**src/rtl/pipeline_hazard_controller.sv**
```systemverilog
// Pipeline hazard controller: load-use, instruction/data memory wait and taken-branch
// handling with zero-latency stall/flush controls, a stall performance counter and an imem timeout flag.
module pipeline_hazard_controller #(
  parameter int unsigned STALL_CNT_W  = 16,
  parameter int unsigned IMEM_TIMEOUT = 255
) (
  input  logic                   clk,
  input  logic                   rst,
  input  logic [4:0]             id_rs,
  input  logic [4:0]             id_rt,
  input  logic                   id_usesRs,
  input  logic                   id_usesRt,
  input  logic                   ex_memRead,
  input  logic [4:0]             ex_rd,
  input  logic                   id_branchTaken,
  input  logic                   imem_ready,
  input  logic                   dmem_busy,
  output logic                   pc_shouldStall,
  output logic                   id_shouldStall,
  output logic                   if_shouldFlush,
  output logic                   ex_shouldStall,
  output logic [1:0]             state,
  output logic [STALL_CNT_W-1:0] stall_count,
  output logic                   timeout_err
);

  localparam int unsigned WAIT_W = 8;

  typedef enum logic [1:0] {
    RUN        = 2'd0,
    LOAD_STALL = 2'd1,
    IMEM_WAIT  = 2'd2,
    DMEM_WAIT  = 2'd3
  } state_e;

  state_e                 state_q, state_d;
  logic [STALL_CNT_W-1:0] stall_cnt_q, stall_cnt_d;
  logic [WAIT_W-1:0]      wait_q, wait_d;
  logic                   err_q, err_d;
  logic                   hz_c;

  // Load-use hazard: EX load writes a register the ID instruction reads (r0 never hazards)
  assign hz_c = ex_memRead & (ex_rd != 5'd0) &
                ((id_usesRs & (id_rs == ex_rd)) | (id_usesRt & (id_rt == ex_rd)));

  // Mealy control outputs and next state, fixed priority dmem > imem > load-use > branch
  always_comb begin
    pc_shouldStall = 1'b0;
    id_shouldStall = 1'b0;
    if_shouldFlush = 1'b0;
    ex_shouldStall = 1'b0;
    state_d        = RUN;
    if (rst) begin
      state_d = RUN;
    end else if (dmem_busy) begin
      pc_shouldStall = 1'b1;
      id_shouldStall = 1'b1;
      ex_shouldStall = 1'b1;
      state_d        = DMEM_WAIT;
    end else if (!imem_ready) begin
      pc_shouldStall = 1'b1;
      id_shouldStall = 1'b1;
      state_d        = IMEM_WAIT;
    end else if (hz_c && (state_q != LOAD_STALL)) begin
      pc_shouldStall = 1'b1;
      id_shouldStall = 1'b1;
      state_d        = LOAD_STALL;
    end else if (id_branchTaken) begin
      if_shouldFlush = 1'b1;
      state_d        = RUN;
    end
  end

  // Saturating stall counter, imem wait counter and sticky timeout
  always_comb begin
    stall_cnt_d = stall_cnt_q;
    if (pc_shouldStall && (stall_cnt_q != {STALL_CNT_W{1'b1}})) begin
      stall_cnt_d = stall_cnt_q + STALL_CNT_W'(1);
    end
    wait_d = wait_q;
    if (imem_ready || dmem_busy) begin
      wait_d = '0;
    end else if (wait_q != {WAIT_W{1'b1}}) begin
      wait_d = wait_q + WAIT_W'(1);
    end
    err_d = err_q | (wait_d >= WAIT_W'(IMEM_TIMEOUT));
  end

  always_ff @(posedge clk) begin
    if (rst) begin
      state_q     <= RUN;
      stall_cnt_q <= '0;
      wait_q      <= '0;
      err_q       <= 1'b0;
    end else begin
      state_q     <= state_d;
      stall_cnt_q <= stall_cnt_d;
      wait_q      <= wait_d;
      err_q       <= err_d;
    end
  end

  assign state       = state_q;
  assign stall_count = stall_cnt_q;
  assign timeout_err = err_q;

endmodule

```
**config.mk**
```make
export PLATFORM = sky130hd
export DESIGN_NAME = pipeline_hazard_controller
export DESIGN_NICKNAME = d
export VERILOG_FILES = /design/src/rtl/pipeline_hazard_controller.sv
export SDC_FILE = /design/constraint.sdc
export NUM_CORES = 1
export LEC_CHECK = 0
export ABC_AREA = 1
export CORE_MARGIN = 2
export CORE_UTILIZATION = 46
export CTS_BUF_LIST = sky130_fd_sc_hd__clkbuf_8
export DETAILED_ROUTE_END_ITERATION = 8
export HOLD_SLACK_MARGIN = 0.06
export PLACE_DENSITY = 0.79
export SLEW_MARGIN = 25
export SYNTH_ARGS = -nofsm -noshare
export SYNTH_HDL_FRONTEND = slang
export SYNTH_SLANG_ARGS = --single-unit
```
**constraint.sdc**
```tcl
create_clock -name clk -period 1.5 [get_ports clk]
set_input_delay 0.15 -clock clk [delete_from_list [all_inputs] [get_ports clk]]
set_output_delay 0.15 -clock clk [all_outputs]
set_load 0.05 [all_outputs]
```
==> results.py <==
metrics = {
    "power": {
        "register_share_of_total_power_pct": 49.1,
        "cellInternalPower_mw": 1.07,
        "power_density_nw_per_um2": 536,
        "switching_share_pct": 29.1,
        "power.leakage_nw": 1.27,
        "power_switching_mw": 0.438,
        "clock_power_share_pct": 26.4,
        "comb_power_share_pct": 24.5,
        "ir_worst_vdd_mv": 0.395,
    },
    "yosys": {
        "synth.cell_area_sq_um": 1790,
        "async_reset_ff_share_pct": 0,
        "yosys.cell_types.count": 24,
        "post_synth_mux_area_share_pct": 0,
        "yosys.cell_count.top_type": "nand2_1",
        "synth-edff-count": 0,
        "synth_area_in_compound_gates_pct": 5.75,
        "area_leader_netlist": "dfxtp_1",
        "synth_cells": 294,
        "ys_dominant_reg_cell": "dfxtp_1",
        "ys_ff_latch": 27,
        "dominant_combinational_cell_family_by_area_after_synthesis": "simple AND/OR/NAND/NOR gates",
        "synth.top_cells.by_area": "dfxtp_1, nand2_1, nor2_1",
        "synthAdderAreaFrac_pct": 1.40,
        "synth.top_cells.by_count": "nand2_1, nor2_1, inv_1",
        "synth_xor_xnor_area_share_pct": 6.38,
        "synth.yosys.warnings": 0,
        "synth.yosys.seq_area_share_pct": 30.3,
        "syn_area_per_cell_sq_um": 6.07,
        "synth_simple_gate_area_share_pct": 45.8,
        "synthesis.nets": 319,
        "yosys_top_cell_area_share_pct": 30.3,
    },
    "routing": {
        "detail_route.wirelength_um": 5410,
        "post-route-drc-count": 0,
        "drt_pass1_iterations": 4,
        "number_of_violations_reported_at_the_end_of_detailed_routing_iteration_0": 105,
        "wl_per_cell_um": 12.8,
        "num_vias": 2212,
        "drtAntennaViolNets": 0,
        "avgViaCountPerCell": 5.22,
    },
    "clock_network": {
        "tritoncts": "done",
        "ctsLongestPathBuffers": 2,
        "clock_latency_ns": 0.27,
        "cts_made_buffers": 3,
        "worst_setup_hold_path_clk_slew_ns": 0.09,
        "cts_htree_levels": 1,
        "cts-root-buf": "clkbuf_8",
        "clock_sinks": 27,
    },
    "worst_setup_path": {
        "critical_path_peak_fanout": 8,
        "arrival_ns": 1.80,
        "worst_case_register_to_register_setup_slack_ns": -0.11,
        "timing.setup.critical_path_class": "register to register",
        "critPathLaunchType": "register",
        "endpoint_kind": "register",
        "worstRegToRegCells": 6,
        "critical_path_required_ns": 1.69,
    },
    "die": {
        "core.rowCount": 22,
        "fp.dieArea_sq_um": 4400,
        "pin_count": 46,
        "die_h_um": 66.3,
        "floorplan.initialDensity_pct": 48.4,
        "core-area_sq_um": 3690,
        "die_w_um": 66.3,
    },
    "global_routing": {
        "grt_max_degree": 18,
        "grt_use_total_pct": 21.8,
        "antenna_found_initial": 0,
        "gr-total-overflow": 0,
        "global_route_wire_length_before_repair_um": 7610,
        "first_global_vias": 1894,
    },
    "sta": {
        "skew_ns": 0.00476,
        "post-route-period-util_pct": 107,
        "setup_repair_after_global_routing_missed_its_margin": "true",
        "fin_tns_setup_ns": -1.45,
        "setup-violations-final": 18,
        "maxClockFrequency_mhz": 621,
        "timing.final.max_slew_violations": 0,
        "hold_viol_final": 0,
        "worst_case_setup_margin_in_the_final_layout_ns": -0.111,
        "timing.slew.headroom_pct": 77.5,
        "finalCriticalPeriod_ns": 1.61,
        "tightestPinTransition_ns": 0.336,
    },
    "finish": {
        "nFillCells": 274,
        "finalNetCount": 402,
        "layout.core_utilization_pct": 76.2,
        "ant_cells": 0,
        "area_growth_pct": 57.4,
        "layout_cell_share_with_drive_strength_beyond_1_pct": 33.0,
        "seqCellArea_sq_um": 564,
        "area_of_the_multi_input_gates_sq_um": 1250,
    },
    "min_path": {
        "holdPathStages": 2,
        "min-delay-path-class": "register to register",
    },
    "status": {
        "status": "finished, violations left",
        "violations_in_the_final_reports": "setup timing",
    },
    "placement": {
        "detailedPlace.worstSlack_ns": -0.390,
        "place.detailed.hpwl_um": 3690,
        "routabilityCongestion": 0.895,
        "port_buffers": 45,
    },
    "run": {
        "max_cap_violations": 0,
    },
}
flip-flops by register name, indices dropped and copies added, names as in the netlist:
name and count:
state 2, wait_q 8, stall_count 16, timeout_err 1
metrics by stage:
stage | total power [mW] | cell area [sq um] | instances | hold WS [ns]
6_report | 1.51 | 2810 | 424 | 0.494
5_1_grt | 1.58 | 2810 | 424 | 0.533
4_1_cts | 1.49 | 2660 | 421 | 0.501
3_5_place_dp | 1.10 | 2610 | 416 | 0.473
3_3_place_gp | 1.10 | 2610 | 416 | 0.456
2_1_floorplan | 0.937 | 1860 | 294 | 0.303
metal layers:
layer / global-route usage [%] / part of all wire [%] / vias to the layer above / wire length (um)
met5: 0 / 0 / - / 0
li1: - / - / 1106 / -
met2: 37.1 / 48 / 92 / 2590
met4: 5.87 / 0.61 / 0 / 33
met3: 2.56 / 7.8 / 4 / 423
met1: 28.9 / 44 / 1010 / 2360
power groups by stage:
stage	Sequential, mW	Clock [mW]	Combinational [mW]
2_1_floorplan	0.797	0	0.140
3_3_place_gp	0.755	0	0.343
3_5_place_dp	0.756	0	0.347
4_1_cts	0.739	0.412	0.340
5_1_grt	0.741	0.440	0.394
6_report	0.740	0.398	0.369
area by class of cell:
cell class / instances / area share, %
Timing Repair Buffer: 85 / 26.5
Sequential cell: 27 / 20.1
Clock buffer: 3 / 1.47
Inverter: 37 / 5.08
Tap cell: 48 / 2.14
Multi-Input combinational cell: 223 / 44.6
Clock inverter: 1 / 0.134
worst max-delay path, stage by stage, from the launching register on:
cell     delay, ns
dfxtp_2       0.39
nand4_1       0.29
nor3_4        0.30
nand3_4       0.17
nand3_4       0.18
nor2_1        0.09
nor2_1        0.12
repair_timing:
| item | in CTS | in global routing |
|---|---|---|
| hold buffers | 0 | 0 |
| cloned | 0 | 2 |
| setup buffers | 1 | 2 |
| setup endpoints to repair | 20 | 22 |
| gates resized for setup | 31 | 41 |
| pin swaps | 11 | 27 |
placed cells by master, fill, tap and decap left out, types with 5 or more instances in the layout:
cell	synthesis	routed
dfxtp_2	0	7
clkdlybuf4s50_1	0	5
xor2_1	12	12
nor2_1	47	41
inv_1	36	33
dlygate4sd2_1	0	12
nand4_1	18	18
nand3_4	1	5
a21oi_1	16	11
buf_6	1	5
nor3_1	11	7
nand2_1	90	76
buf_12	0	5
nand2_2	0	12
nand3_1	14	14
dfxtp_1	27	16
buf_4	1	53
kinds of logic (layout without fill, tap and decap cells):
logic type / Yosys count / count (layout)
buf+inv: 46 / 126
fa+ha+maj: 2 / 2
simple gates: 186 / 188
compound gates: 20 / 20
flops: 27 / 27
xor+xnor: 13 / 13
final timing paths:
check	startpoint	endpoint
setup / recovery	stall_count[6]$_SDFFE_PP0P_	stall_count[0]$_SDFFE_PP0P_
hold / removal	timeout_err$_SDFF_PP0_	timeout_err$_SDFF_PP0_
setup reg to reg	stall_count[6]$_SDFFE_PP0P_	stall_count[0]$_SDFFE_PP0P_
hold reg to reg	timeout_err$_SDFF_PP0_	timeout_err$_SDFF_PP0_
Note: power is estimated with default switching activity, not from simulation.
